`config.mk`:
```
export PLATFORM = sky130hd
export DESIGN_NAME = spi_burst_sequencer
export DESIGN_NICKNAME = d
export VERILOG_FILES = /design/src/rtl/spi_burst_sequencer.sv
export SDC_FILE = /design/constraint.sdc
export NUM_CORES = 1
export LEC_CHECK = 0
export CORE_ASPECT_RATIO = 0.75
export CORE_MARGIN = 5
export CORE_UTILIZATION = 25
export CTS_CLUSTER_DIAMETER = 30
export DETAILED_ROUTE_END_ITERATION = 6
export PLACE_DENSITY = 0.51
export SYNTH_ARGS = -nofsm -noshare
export SYNTH_HDL_FRONTEND = slang
export SYNTH_SLANG_ARGS = --single-unit
```
`constraint.sdc`:
```
create_clock -name ext_spi_clkx2 -period 17.05 [get_ports ext_spi_clkx2]
set_input_delay 5.115 -clock ext_spi_clkx2 [delete_from_list [all_inputs] [get_ports ext_spi_clkx2]]
set_output_delay 5.115 -clock ext_spi_clkx2 [all_outputs]
set_load 0.005 [all_outputs]
```
`src/rtl/spi_burst_sequencer.sv`:
```
// spi_burst_sequencer: TX/RX frame queues that feed spi_master back-to-back with a minimum inter-frame gap.
module spi_burst_sequencer #(
    parameter int SLAVE_COUNT = 8,
    parameter int DEPTH = 4,
    parameter int GAP_CYCLES = 2,
    localparam int AW = $clog2(SLAVE_COUNT),
    localparam int LW = $clog2(DEPTH) + 1
) (
    input  logic          ext_spi_clkx2,
    input  logic          rst,
    input  logic          wr_en,
    input  logic [AW-1:0] wr_addr,
    input  logic [1:0]    wr_len,
    input  logic [31:0]   wr_data,
    output logic          tx_full,
    output logic [LW-1:0] tx_level,
    input  logic          rd_en,
    output logic [31:0]   rd_data,
    output logic          rx_empty,
    output logic [LW-1:0] rx_level,
    output logic          seq_busy,
    output logic          start_trans,
    output logic [31:0]   tx_data,
    output logic [AW-1:0] chipADDRS,
    output logic [1:0]    transaction_length,
    input  logic          busy,
    input  logic [31:0]   rx_data
);
    localparam int PW = $clog2(DEPTH);
    localparam int GW = $clog2(GAP_CYCLES + 1);
    localparam int EW = AW + 34;

    typedef enum logic [2:0] {IDLE, LAUNCH, WAIT, CAPTURE, GAP} state_t;

    state_t        state_q, state_d;
    logic [EW-1:0] tx_mem_q [DEPTH];
    logic [EW-1:0] tx_mem_d [DEPTH];
    logic [31:0]   rx_mem_q [DEPTH];
    logic [31:0]   rx_mem_d [DEPTH];
    logic [PW-1:0] tx_wp_q, tx_wp_d, tx_rp_q, tx_rp_d;
    logic [PW-1:0] rx_wp_q, rx_wp_d, rx_rp_q, rx_rp_d;
    logic [LW-1:0] tx_cnt_q, tx_cnt_d, rx_cnt_q, rx_cnt_d;
    logic          start_q, start_d;
    logic [31:0]   data_q, data_d;
    logic [AW-1:0] addr_q, addr_d;
    logic [1:0]    len_q, len_d;
    logic [GW-1:0] gap_q, gap_d;
    logic          busy_m_q, busy_s_q;
    logic          tx_push, tx_pop, rx_push, rx_pop, rx_full;

    assign tx_full            = tx_cnt_q == LW'(DEPTH);
    assign rx_full            = rx_cnt_q == LW'(DEPTH);
    assign rx_empty           = rx_cnt_q == '0;
    assign tx_level           = tx_cnt_q;
    assign rx_level           = rx_cnt_q;
    assign rd_data            = rx_mem_q[rx_rp_q];
    assign seq_busy           = state_q != IDLE;
    assign start_trans        = start_q;
    assign tx_data            = data_q;
    assign chipADDRS          = addr_q;
    assign transaction_length = len_q;

    always_comb begin
        tx_push  = wr_en && !tx_full;
        tx_pop   = state_q == IDLE && tx_cnt_q != '0 && !rx_full;
        rx_push  = state_q == CAPTURE && !rx_full;
        rx_pop   = rd_en && !rx_empty;
        tx_mem_d = tx_mem_q;
        rx_mem_d = rx_mem_q;
        if (tx_push) tx_mem_d[tx_wp_q] = {wr_addr, wr_len, wr_data};
        if (rx_push) rx_mem_d[rx_wp_q] = rx_data;
        tx_wp_d  = tx_wp_q + PW'(tx_push);
        tx_rp_d  = tx_rp_q + PW'(tx_pop);
        rx_wp_d  = rx_wp_q + PW'(rx_push);
        rx_rp_d  = rx_rp_q + PW'(rx_pop);
        tx_cnt_d = tx_cnt_q + LW'(tx_push) - LW'(tx_pop);
        rx_cnt_d = rx_cnt_q + LW'(rx_push) - LW'(rx_pop);
    end

    always_comb begin
        state_d = state_q;
        start_d = start_q;
        data_d  = data_q;
        addr_d  = addr_q;
        len_d   = len_q;
        gap_d   = gap_q;
        case (state_q)
            IDLE: if (tx_pop) begin
                {addr_d, len_d, data_d} = tx_mem_q[tx_rp_q];
                start_d = 1'b1;
                state_d = LAUNCH;
            end
            // the master samples start_trans on this clock, so hold it until it acknowledges
            LAUNCH: if (busy_s_q) begin
                start_d = 1'b0;
                state_d = WAIT;
            end
            WAIT: if (!busy_s_q) state_d = CAPTURE;
            CAPTURE: begin
                gap_d   = GW'(GAP_CYCLES);
                state_d = GAP;
            end
            GAP: begin
                gap_d   = gap_q - 1'b1;
                state_d = gap_q <= GW'(1) ? IDLE : GAP;
            end
            default: state_d = IDLE;
        endcase
    end

    always_ff @(posedge ext_spi_clkx2 or posedge rst) begin
        if (rst) begin
            state_q  <= IDLE;
            tx_mem_q <= '{default: '0};
            rx_mem_q <= '{default: '0};
            tx_wp_q  <= '0;
            tx_rp_q  <= '0;
            rx_wp_q  <= '0;
            rx_rp_q  <= '0;
            tx_cnt_q <= '0;
            rx_cnt_q <= '0;
            start_q  <= 1'b0;
            data_q   <= '0;
            addr_q   <= '0;
            len_q    <= '0;
            gap_q    <= '0;
            busy_m_q <= 1'b0;
            busy_s_q <= 1'b0;
        end else begin
            state_q  <= state_d;
            tx_mem_q <= tx_mem_d;
            rx_mem_q <= rx_mem_d;
            tx_wp_q  <= tx_wp_d;
            tx_rp_q  <= tx_rp_d;
            rx_wp_q  <= rx_wp_d;
            rx_rp_q  <= rx_rp_d;
            tx_cnt_q <= tx_cnt_d;
            rx_cnt_q <= rx_cnt_d;
            start_q  <= start_d;
            data_q   <= data_d;
            addr_q   <= addr_d;
            len_q    <= len_d;
            gap_q    <= gap_d;
            busy_m_q <= busy;
            busy_s_q <= busy_m_q;
        end
    end
endmodule

```
==> results.json <==
{
  "outcome": "complete, no violations",
  "clkLatencyLatePin_ps": 590,
  "hp-start": "busy_m_q",
  "fin_util": 0.341,
  "multiInputGateArea_um2": 5730,
  "dr_wl_met3_mm": 1.63,
  "numClockSinks": 335,
  "via_count": 8015,
  "critPathArrivalTime_ps": 2710,
  "max_cap_viol_count": 0,
  "worstSetupPathType": "reg2out",
  "fp.dieH_um": 218,
  "grt.overflow.total": 0,
  "cts_max_level": 3,
  "ys_types": 37,
  "synth_largest_area_cell": "dfrtp_1",
  "slowest_stage": "buf_4",
  "drt_first_pass_iters": 4,
  "drtIter0Drc": 266,
  "cts_hold_buf": 0,
  "skew_ps": 25.3,
  "n_antenna_cell": 0,
  "drc": 0,
  "die_area_um2": 62800,
  "avgRoutedWirePerCell_um": 17.7,
  "top_layer_used": "met5",
  "cts_max_path_buffers": 3,
  "clkSlewWorstSetupHoldPaths_ps": 50,
  "netlist_area_um2": 14500,
  "pwr-share-seq": 0.328,
  "crit_path_cell_trace": "buf_4, mux4_2, clkdlybuf4s50_1",
  "grtUsageTotal": 0.109,
  "synth_nets": 919,
  "setup_viol": 0,
  "swShare": 0.271,
  "finalCritPeriodShare": 0.459,
  "ys_seq_elements": 335,
  "rows": 76,
  "cts_buffers": 76,
  "path_delay_family": "buffers and inverters",
  "clock.fmax_mhz": 128,
  "avgSynthCellArea_um2": 17.3,
  "hold_viol": 0,
  "worstPathMaxFanout": 34,
  "power.switching_uw": 1180,
  "power_frac_comb": 0.316,
  "netlist.area_leader.share": 0.580,
  "p_leak_uw": 0.00832,
  "hp-class": "reg2reg",
  "core_um2": 57300,
  "antenna_found_initial": 1,
  "grt_pass1_wl_mm": 53.5,
  "worstReg2RegStart": "rx_level[1]",
  "layout_commonest_cell": "dfrtp_1",
  "nets": 1114,
  "synth_cells": 836,
  "regArea_um2": 8390,
  "dr_wl_met2_mm": 15.3,
  "grt_pass1_vias": 8942,
  "gp_congestion": 0.688,
  "dpl.hpwl_mm": 19.8,
  "crit_buf_inv": 2,
  "seq_area_frac_synth": 0.580,
  "port_buffers": 152,
  "holdWs_ps": 347,
  "die_w_um": 288,
  "cts_root_buf": "clkbuf_16",
  "power_per_cell_area_nw_per_um2": 223,
  "wl_met1_mm": 15.5,
  "worst_slew_pin_slew_ps": 1140,
  "drive_gt1_frac": 0.495,
  "synth_area_leaders": "dfrtp_1 58%, mux2_2 22%, mux4_2 11%",
  "grt_max_degree": 144,
  "initial_core_util": 0.252,
  "max-vdd-ir-drop_mv": 0.0892,
  "cts_resized": 0,
  "final_cell_mix": "332 x dfrtp_1, 279 x mux2_2, 152 x clkdlybuf4s50_1",
  "fin_tns_setup_ps": 0,
  "layout_setup_ws_ps": 9220,
  "ys_warn_count": 0,
  "area_growth_pct": 35.3,
  "preCtsSetupSlack_ps": 9610,
  "cts_tree": "built",
  "slew_viol_final": 0,
  "end_kind": "output port",
  "totalWireLength_mm": 33.1,
  "period_minus_slack_ps": 7830,
  "rsz0062_at_grt": "no",
  "viasPerCell": 4.28,
  "clkPwrFrac": 0.356,
  "power.internal_uw": 3180,
  "critPathLaunch": "rx_rp_q[0]",
  "ios": 153,
  "max_stage_delay_ps": 580,
  "ant_nets": 0,
  "fillers": 5452,
  "cp-start-kind": "flip-flop",
  "slew_headroom": 0.238,
  "post_cts_buffers": 0,
  "critical_path_required_ps": 11930
}
-- path summary, 6_finish.rpt --
check                                      to  slack, ps  cells after the start
worst min-delay path                 busy_s_q        350                      0
worst max-delay path               rd_data[0]       9220                      3
max in group asynchronous          rx_rp_q[0]      10370                      3
min in group asynchronous       tx_mem_q[132]       5100                      2
worst max register to register    rx_level[2]      14210                      8
worst min register to register       busy_s_q        350                      0
-- layout make-up --
type	instances	area share
inverters	9	0.00211
clock buffers	96	0.107
clock inverters	45	0.0342
well taps	780	0.0499
repair buffers	168	0.0846
flip-flops and latches	335	0.429
multi-input cells	441	0.293
-- per-layer routing --
metal,up-vias,global-route usage
met2,149,0.166
met1,4263,0.147
met4,2,0.0350
met5,-,0
li1,3531,-
met3,70,0.0362
-- synthesized netlist by cell type (all sizes together) --
library cell / n
a21oi: 4
and3: 1
buf: 40
clkbuf: 11
dfrtp: 335
fa: 2
ha: 7
inv: 9
mux2: 313
mux4: 69
nand2: 4
nand2b: 3
nand3: 2
nand3b: 3
nand4: 1
nand4b: 2
nor2: 5
nor3: 5
nor3b: 1
nor4b: 2
o21ba: 1
o221ai: 1
o22a: 1
o31ai: 1
or3: 1
or3b: 1
or4: 1
xnor2: 7
xor2: 3
-- power by group through the flow --
| stage | logic [uW] | clock network (uW) | registers [uW] |
|---|---|---|---|
| floorplan | 990 | 0 | 1340 |
| global placement | 1390 | 0 | 1440 |
| detailed placement | 1410 | 0 | 1440 |
| CTS | 1420 | 1590 | 1440 |
| global route | 1500 | 1640 | 1490 |
| finish | 1380 | 1550 | 1430 |
-- metrics by stage --
stage | instances | instance area (um^2) | total power [uW]
finish | 1874 | 19600 | 4360
global route | 1874 | 19600 | 4620
CTS | 1874 | 19600 | 4440
detailed placement | 1733 | 16800 | 2850
global placement | 1733 | 16800 | 2820
floorplan | 836 | 14500 | 2330
-- kinds of logic (layout without fill, tap and decap cells) --
kind of cell,Yosys count,after routing,synth area share
mux,382,382,0.359
flops,335,335,0.580
fa+ha+maj,9,9,0.00883
xor+xnor,10,10,0.00606
buf+inv,60,318,0.0260
compound gates,8,8,0.00381
simple gates,32,32,0.0165
-- flip-flops by register name (all words and copies together), names as in the netlist --
| register | count |
|---|---|
| busy_m_q | 1 |
| busy_s_q | 1 |
| chipADDRS | 3 |
| gap_q | 2 |
| rx_level | 3 |
| rx_mem_q | 128 |
| rx_rp_q | 2 |
| rx_wp_q | 2 |
| start_trans | 1 |
| state_q | 3 |
| transaction_length | 2 |
| tx_data | 32 |
| tx_level | 3 |
| tx_mem_q | 148 |
| tx_rp_q | 2 |
| tx_wp_q | 2 |
Power figures use the tool's default switching activity.
